<file path="src/rtl/enc_pkg.sv">
// Shared constants and helpers for the pipelined priority encoder.
// Mode selectors and a cheap multi-hot test.
package enc_pkg;

    localparam int ENC_ONEHOT = 0;
    localparam int ENC_PRIO   = 1;
    localparam int ENC_RR     = 2;

    // Widest request vector the encoder supports.
    localparam int ENC_MAX_N  = 256;

    // True when more than one bit is set: clearing the lowest
    // set bit leaves something behind only for multi-hot input.
    function automatic logic multi_hot(
        input logic [ENC_MAX_N-1:0] v
    );
        logic [ENC_MAX_N-1:0] rest;
        rest = v & (v - ENC_MAX_N'(1));
        return rest != '0;
    endfunction

endpackage

</file>
<file path="src/rtl/enc_rr_pick.sv">
// Round-robin pick: first set bit at or above ptr,
// wrapping back to bit 0 when nothing is set above it.
module enc_rr_pick
    import enc_pkg::*;
#(
    parameter int N     = 8,
    parameter int IDX_W = $clog2(N)
) (
    input  logic [N-1:0]     vec,
    input  logic [IDX_W-1:0] ptr,
    output logic [IDX_W-1:0] idx,
    output logic             found
);

    logic [N-1:0]     upper;
    logic [IDX_W-1:0] up_idx;
    logic [IDX_W-1:0] any_idx;
    logic             up_found;
    logic             any_found;

    // Keep only requests at or above the pointer.
    always_comb begin
        upper = '0;
        for (int i = 0; i < N; i++) begin
            upper[i] = vec[i] && (i >= int'(ptr));
        end
    end

    // Lowest set bit of both the masked and the full vector;
    // scanning downward lets the lowest hit win.
    always_comb begin
        up_idx    = '0;
        up_found  = 1'b0;
        any_idx   = '0;
        any_found = 1'b0;
        for (int i = N - 1; i >= 0; i--) begin
            if (upper[i]) begin
                up_idx   = IDX_W'(i);
                up_found = 1'b1;
            end
            if (vec[i]) begin
                any_idx   = IDX_W'(i);
                any_found = 1'b1;
            end
        end
    end

    // Prefer the search from ptr upward, else wrap around.
    always_comb begin
        idx   = up_found ? up_idx : any_idx;
        found = any_found;
    end

endmodule

</file>
<file path="src/rtl/prio_encoder_pipe.sv">
// N-to-log2(N) encoder with one registered output stage,
// valid/ready on both sides and a multi-hot error counter.
module prio_encoder_pipe
    import enc_pkg::*;
#(
    parameter int N     = 8,
    parameter int MODE  = 0,
    parameter int CNT_W = 8,
    parameter int IDX_W = $clog2(N)
) (
    input  logic             clk,
    input  logic             rst_n,
    input  logic [N-1:0]     in_vec,
    input  logic             in_valid,
    output logic             in_ready,
    output logic [IDX_W-1:0] out_idx,
    output logic             out_hit,
    output logic             out_multi,
    output logic             out_valid,
    input  logic             out_ready,
    output logic [CNT_W-1:0] err_cnt,
    input  logic             err_clr
);

    logic             accept;
    logic             vec_any;
    logic             vec_multi;
    logic [IDX_W-1:0] pr_idx;
    logic [IDX_W-1:0] rr_idx;
    logic             rr_found;
    logic [IDX_W-1:0] nxt_idx;
    logic             nxt_hit;
    logic             cnt_inc;

    assign in_ready = !out_valid || out_ready;
    assign accept   = in_valid && in_ready;
    assign vec_any  = in_vec != '0;
    assign vec_multi = multi_hot(ENC_MAX_N'(in_vec));

    // Highest set bit; also the position of a lone one-hot bit.
    always_comb begin
        pr_idx = '0;
        for (int i = 0; i < N; i++) begin
            if (in_vec[i]) begin
                pr_idx = IDX_W'(i);
            end
        end
    end

    if (MODE == ENC_RR) begin : g_rr
        logic [IDX_W-1:0] ptr;

        enc_rr_pick #(
            .N     (N),
            .IDX_W (IDX_W)
        ) u_pick (
            .vec   (in_vec),
            .ptr   (ptr),
            .idx   (rr_idx),
            .found (rr_found)
        );

        // Advance past the winner; zero vectors leave ptr alone.
        always_ff @(posedge clk or negedge rst_n) begin
            if (!rst_n) begin
                ptr <= '0;
            end else if (accept && nxt_hit) begin
                if (nxt_idx == IDX_W'(N - 1)) begin
                    ptr <= '0;
                end else begin
                    ptr <= nxt_idx + IDX_W'(1);
                end
            end
        end
    end else begin : g_no_rr
        assign rr_idx   = '0;
        assign rr_found = 1'b0;
    end

    // Apply the encoding rule chosen at elaboration.
    always_comb begin
        nxt_idx = '0;
        nxt_hit = 1'b0;
        unique case (1'b1)
            (MODE == ENC_PRIO): begin
                nxt_hit = vec_any;
                nxt_idx = pr_idx;
            end
            (MODE == ENC_RR): begin
                nxt_hit = rr_found;
                nxt_idx = rr_idx;
            end
            default: begin
                nxt_hit = vec_any && !vec_multi;
                nxt_idx = nxt_hit ? pr_idx : '0;
            end
        endcase
    end

    // Output stage: load on accept, drain once taken.
    always_ff @(posedge clk or negedge rst_n) begin
        if (!rst_n) begin
            out_valid <= 1'b0;
            out_idx   <= '0;
            out_hit   <= 1'b0;
            out_multi <= 1'b0;
        end else if (accept) begin
            out_valid <= 1'b1;
            out_idx   <= nxt_idx;
            out_hit   <= nxt_hit;
            out_multi <= vec_multi;
        end else if (out_ready) begin
            out_valid <= 1'b0;
        end
    end

    assign cnt_inc = accept
                  && (MODE == ENC_ONEHOT)
                  && vec_multi
                  && (err_cnt != '1);

    // Saturating multi-hot counter; clear beats increment.
    always_ff @(posedge clk or negedge rst_n) begin
        if (!rst_n) begin
            err_cnt <= '0;
        end else if (err_clr) begin
            err_cnt <= '0;
        end else if (cnt_inc) begin
            err_cnt <= err_cnt + CNT_W'(1);
        end
    end

endmodule

</file>
<file path="config.mk">
export PLATFORM = sky130hd
export DESIGN_NAME = prio_encoder_pipe
export DESIGN_NICKNAME = d
export VERILOG_FILES = /design/src/rtl/enc_pkg.sv /design/src/rtl/enc_rr_pick.sv /design/src/rtl/prio_encoder_pipe.sv
export SDC_FILE = /design/constraint.sdc
export NUM_CORES = 1
export LEC_CHECK = 0
export CORE_UTILIZATION = 40
export DETAILED_ROUTE_END_ITERATION = 8
export GPL_TIMING_DRIVEN = 0
export PLACE_DENSITY = 0.8
export SYNTH_ARGS = -nofsm -noshare
export SYNTH_HDL_FRONTEND = slang
export SYNTH_SLANG_ARGS = --single-unit
</file>
<file path="constraint.sdc">
create_clock -name clk -period 1.85 [get_ports clk]
set_clock_uncertainty 0.2 [all_clocks]
set_input_delay 0.2775 -clock clk [delete_from_list [all_inputs] [get_ports clk]]
set_output_delay 0.2775 -clock clk [all_outputs]
set_load 0.01 [all_outputs]
</file>
==> results <==
==> worst max-delay path: stages, from the launching register on <==
cell and delay [ps]:
dfrtp_1 450, nand3_4 130, nor2_4 140, nand4_1 130
or4_1 540, a21oi_2 140
==> worst paths after layout <==
path                               to  slack [ps]  cells after the start
setup / recovery           err_cnt[7]          50                      5
hold / removal             out_idx[2]         160                      3
setup reg to reg           err_cnt[7]          50                      5
hold reg to reg               out_hit         290                      2
max in group asynchronous  err_cnt[3]         830                      1
min in group asynchronous  err_cnt[5]         170                      1
==> cells by family (layout without fill, tap and decap cells) <==
| family | count (synthesis) | count (layout) | synth area share (%) |
|---|---|---|---|
| flip-flops | 14 | 14 | 40.35 |
| adder cells (fa/ha/maj) | 1 | 1 | 1.441 |
| XOR/XNOR | 1 | 1 | 1.009 |
| buffers and inverters | 10 | 41 | 6.052 |
| AO/OA/AOI/OAI | 24 | 25 | 18.16 |
| multiplexers | 6 | 6 | 8.068 |
| AND/OR/NAND/NOR | 43 | 43 | 24.93 |
==> where the power goes <==
part           switching [W]  internal, W
logic              0.0000745    0.0000682
clock network       0.000112     0.000120
registers          0.0000108     0.000317
==> through the flow <==
stage / power (W) / setup TNS [ps] / instances
after global placement: 0.0004628 / -5284 / 151
after floorplan: 0.0003948 / 0 / 99
final: 0.0007030 / 0 / 158
after detailed placement: 0.0004664 / -6039 / 151
after CTS: 0.0007036 / 0 / 156
after global routing: 0.0007350 / -22.27 / 158
==> registers in the layout, summed over array words and instances (netlist names) <==
name / cells
err_cnt: 8
out_idx: 3
out_hit: 1
out_multi: 1
out_valid: 1
==> layout make-up <==
cell class / instances / area (µm²)
Fill cell: 149 / 701.9
Timing Repair Buffer: 27 / 245.2
Multi-Input combinational cell: 76 / 579.3
Sequential cell: 14 / 352.8
Clock buffer: 4 / 36.28
Inverter: 5 / 18.77
Tap cell: 27 / 33.78
Buffer: 5 / 33.78
==> cells in the final DEF (no fill, tap or decap), types with 5 or more instances in the layout <==
cell type	count
clkdlybuf4s50_1	18
dfrtp_1	12
inv_1	5
nand2_1	8
nor2_1	8
o21ai_0	5
==> what timing repair did <==
| action | CTS | global route |
|---|---|---|
| hold endpoints to repair | 0 | 0 |
| cloned | 0 | 1 |
| gates resized for setup | 17 | 19 |
| endpoints found under the setup margin | 13 | 7 |
| pin swaps | 0 | 1 |
| buffers inserted | 1 | 1 |
| hold buffers | 0 | 0 |
==> per-layer routing <==
metal  share of wire (%)  global-route usage, %
met4                 1.5                  8.824
met5                   0                      0
met1                  44                  23.66
met2                  47                  29.11
met3                 7.4                  5.031
==> flow_summary.yaml <==
yosys:
  synth_ff_type: "dfrtp_1"
  synthArstFlopShare_pct: 100.0
  synth-seq-cells: 14
  ys_warn_count: 0
  syn-cell-area_um2: 868.3
  synth_area_leaders: "dfrtp_1 (40%), mux2_1 (5.2%), nor2_1 (4.3%)"
  ys_seq_area_share_pct: 40.35
  avgSynthCellArea_um2: 8.771
  synthDistinctLibCells: 34
  yosysMostFrequentCell: "dfrtp_1"
  yosysTopAreaCell: "dfrtp_1"
  ys_top_cells_by_count: "dfrtp_1 (14), nor2_1 (10), nand2_1 (9)"
  syn_inst: 99
  syn_nets: 113
  post-synth-top-area-fraction_pct: 40.35
  synth-edff-count: 0
route:
  vias_per_cell: 5.563
  drc: 0
  drtIter0Drc: 30
  wl_per_cell_um: 13.28
  vias: 879
  dr.pass1.iters: 4
  ant_nets: 0
  routed_wl_um: 2099
cells_and_area:
  final_layout_size_suffix_gt1_share_pct: 24.43
  syn2layout_area_growth_pct: 49.71
  postLayoutCoreUtil_pct: 64.94
  layout.nets: 146
  fin_area_mm2: 0.001300
  diodes: 0
floorplan:
  dieHeight_um: 48.59
  die_area_mm2: 0.002361
  fp.dieW_um: 48.59
  rows: 16
  top_level_ports: 28
  fp.coreArea_mm2: 0.002002
  start_util_pct: 43.38
critical_path:
  cp.required_ps: 1880
  cp.arrival_ps: 1830
  worstReg2RegStart: "err_cnt[4]"
  worstPathMaxFanout: 4
  path_class: "flip-flop to flip-flop"
  end_kind: "flip-flop"
  crit_start: "err_cnt[4]"
  cp-start-kind: "flip-flop"
timing:
  slew_headroom_pct: 57.04
  finalCriticalPeriod_ps: 1802
  tightest_slew_ps: 642.4
  fin_ws_ps: 47.82
  holdWs_ps: 158.0
  max_freq_mhz: 554.9
  finalCritPeriodShare_pct: 97.41
  slew_viol_final: 0
  final-setup-viol-count: 0
  hold_viol_final: 0
clock_tree:
  numCtsBuffers: 3
  cts_tree: "yes"
  clkLatencyLatePin_ps: 290
  clk_path_buf_depth: 2
  htree_levels: 1
  clkTransAtPathRegs_ps: 90
  clock-sinks: 14
  cts_root_buf: "clkbuf_4"
global_route:
  grt_pass1_wl_um: 3339
  grt_usage_pct: 18.55
  grt_max_degree: 15
  antenna_found_initial: 0
  grt-ovfl-total: 0
  grt_pass1_vias: 737
placed_design:
  hpwl_um: 1384
  gp_congestion: 0.8596
  placed_area_mm2: 0.001152
  dp_slack_ps: -584.2
  port_buffers: 25
pwr:
  p_leak_nw: 0.5217
  irDropWorstVdd_mv: 0.6577
  pwr_density_cell_mw_per_mm2: 540.7
hold_path:
  hp-class: "primary input to flip-flop"
  min-delay-start: "in_vec[6]"
job:
  maxCapViolCount: 0
status:
  status: "completed"
No activity file was read; power rests on OpenSTA's default activity.
==> patch (config.mk and constraints unchanged) <==
Put one more register stage on the output `err_cnt`, with the module's reset. The value now appears one clock later. The other outputs are not delayed to match.
--- a/src/rtl/prio_encoder_pipe.sv
+++ b/src/rtl/prio_encoder_pipe.sv
@@ -21,6 +21,8 @@
     output logic [CNT_W-1:0] err_cnt,
     input  logic             err_clr
 );
+
+    logic [CNT_W-1:0] err_cnt_s0;
 
     logic             accept;
     logic             vec_any;
@@ -117,16 +119,24 @@
     assign cnt_inc = accept
                   && (MODE == ENC_ONEHOT)
                   && vec_multi
-                  && (err_cnt != '1);
+                  && (err_cnt_s0 != '1);
 
     // Saturating multi-hot counter; clear beats increment.
     always_ff @(posedge clk or negedge rst_n) begin
         if (!rst_n) begin
+            err_cnt_s0 <= '0;
+        end else if (err_clr) begin
+            err_cnt_s0 <= '0;
+        end else if (cnt_inc) begin
+            err_cnt_s0 <= err_cnt_s0 + CNT_W'(1);
+        end
+    end
+
+    always_ff @(posedge clk or negedge rst_n) begin
+        if (!rst_n) begin
             err_cnt <= '0;
-        end else if (err_clr) begin
-            err_cnt <= '0;
-        end else if (cnt_inc) begin
-            err_cnt <= err_cnt + CNT_W'(1);
+        end else begin
+            err_cnt <= err_cnt_s0;
         end
     end
 
Check against the original RTL: not equivalent (a bounded check fails within 4 cycles, from zero or initial values and one cycle with rst_n low).
==> patch against the original RTL <==
- cell area increased by 29%
- power is 53% higher
- setup slack got worse by 0.047 ns
- critical endpoint is now err_cnt_s0[5]$_DFFE_PN0P_
- first-iteration DRC count rose by 27%
- clock power grew 63%
- sequential cell count rose by 8
- largest power group unchanged
- synthesized cell count grew 10%
- synthesized area up 26%
- wire length is 32% higher
- sequential power rose by 54%
- critical path depth is the same
==> patch: results (changes against the original RTL) <==
* Run status: completed
- The switching share of total power was 24.6% (-3.5 points).
- Starting DRC count in detailed routing: 38 (+27%)
* Placed Instance Area: 1440 um^2 (+25%)
- Worst slack at placement: -0.776 ns (-0.192 ns)
- In the final layout, the registers with the most flip-flops are err_cnt x8, err_cnt_s0 x8, out_idx x3.
- CTS resizes: 31 (+14)
* Leakage dissipation: 0.725 nW (+39%)
- Post-DP HPWL: 1690 um (+22%)
- Number of nets produced by synthesis: 123 (+8.8%)
* Crit path max fanout: 6 (+2)
- Launch point of the worst path: err_cnt_s0[0]$_DFFE_PN0P_
- Largest net degree at the start of global routing: 23 (+8)
- The ratio of cells with drive above 1 in the final layout is 34.4% (+10 points).
* Global placement routability congestion: 0.802 (-6.7%)
* Compound-Gate Fraction of Synth Area: 15.0% (-3.2 points)
* Cell with the biggest individual delay on the critical path: sky130_fd_sc_hd__dfrtp_2
* Share of synthesized area spent on multiplexers: 6.06% (-2.0 points)
- Register cell area after layout: 553 um^2 (+57%)
- The worst hold path begins at in_vec[2].
* Post-layout net count: 166 (+14%)
* Average routed wire per standard cell: 15.3 um (+15%)
* Number of cells on the worst hold path: 4 (+1)
- Worst rel slew slack: 33.5% (-24 points)
- The fraction of the yosys area taken by sequential cells came to 50.3% (+10 points).
- Capture point of the worst path: err_cnt_s0[5]$_DFFE_PN0P_
* Buffers on Ports: 26 (+4.0%)
- The largest stage delay on the critical path came to 0.45 ns (-0.09 ns).
* Vias in the first global route: 852 (+16%)
* Number of inserted filler cells in the final layout: 199 (+34%)
* Sequential power: 0.505 mW (+54%)
* Worst Hold Endpoint: out_idx[1]$_DFFE_PN0P_
* Avg Vias per Cell: 5.67 (+1.9%)
* Clock latency on the worst-skew pair: 0.33 ns (+0.04 ns)
- Clock input transition at the sequential cells of the worst setup and hold paths: 0.13 ns (+0.04 ns)
- Power dissipated in combinational cells: 0.190 mW (+33%)
- The overall via count from detail_route is 1,026 (+17%).
- The global-route wire length before repair was 3870 um (+16%).
- Leading cell types by total area after synthesis: sky130_fd_sc_hd__dfrtp_1 (50%), sky130_fd_sc_hd__mux2_2 (5.1%), sky130_fd_sc_hd__nor2_1 (4.5%)
- Highest attainable clock frequency: 541 MHz (-2.5%)
* Ranking of synthesized cells by instance count: sky130_fd_sc_hd__dfrtp_1 (22), sky130_fd_sc_hd__nor2_1 (13)
* Distinct cell type count of the synthesized netlist: 33 (-2.9%)
* Post-synthesis share of cell area spent on full adders, half adders and majority gates: 2.06% (+0.62 points)
* Total Routing Usage GR: 18.8% (+0.27 points)
* Worst slack on hold paths: 0.184 ns (+0.0258 ns)
- The XOR/XNOR share of the synthesized area came to 0.801% (-0.21 points).
- Total power of the final layout: 1.07 mW (+53%)
- Critical Path AT: 1.87 ns (+0.04 ns)
- Reg2Reg Setup Slack: 0.001 ns (-0.05 ns)
* IR drop worst, VDD: 0.461 mV (-30%)
- The buffers inserted during post-CTS setup optimization came to 6 (+5).
- The mean cell area of the mapped netlist came to 10.0 um^2 (+14%).
==> patch: critical path: cells and delay by family (launching register included) <==
family | cells | cell delay [ns]
and+or+nand+nor | 1 | 0.15
DFF | 1 | 0.45
adders and majority gates | 1 | 0.17
muxes | 1 | 0.33
buffers and inverters | 1 | 0.14
AOI/OAI and AO/OA | 1 | 0.30
==> patch: cell type report <==
class | instances | share of cell area [%]
plain buffers | 3 | 1.80
repair buffers | 40 | 20.3
clock inverters | 1 | 1.80
multi-input cells | 77 | 38.3
flip-flops and latches | 22 | 33.1
inverters | 5 | 1.12
well taps | 30 | 2.24
clock buffers | 3 | 1.35
==> patch: metal layers <==
metal | vias to the layer above | routed length [um] | global-route usage [%]
li1 | 478 | - | -
met1 | 501 | 1130 | 24.3
met2 | 42 | 1410 | 30.5
met3 | 5 | 163 | 2.22
met4 | 0 | 60 | 10.3
met5 | - | 0 | 0
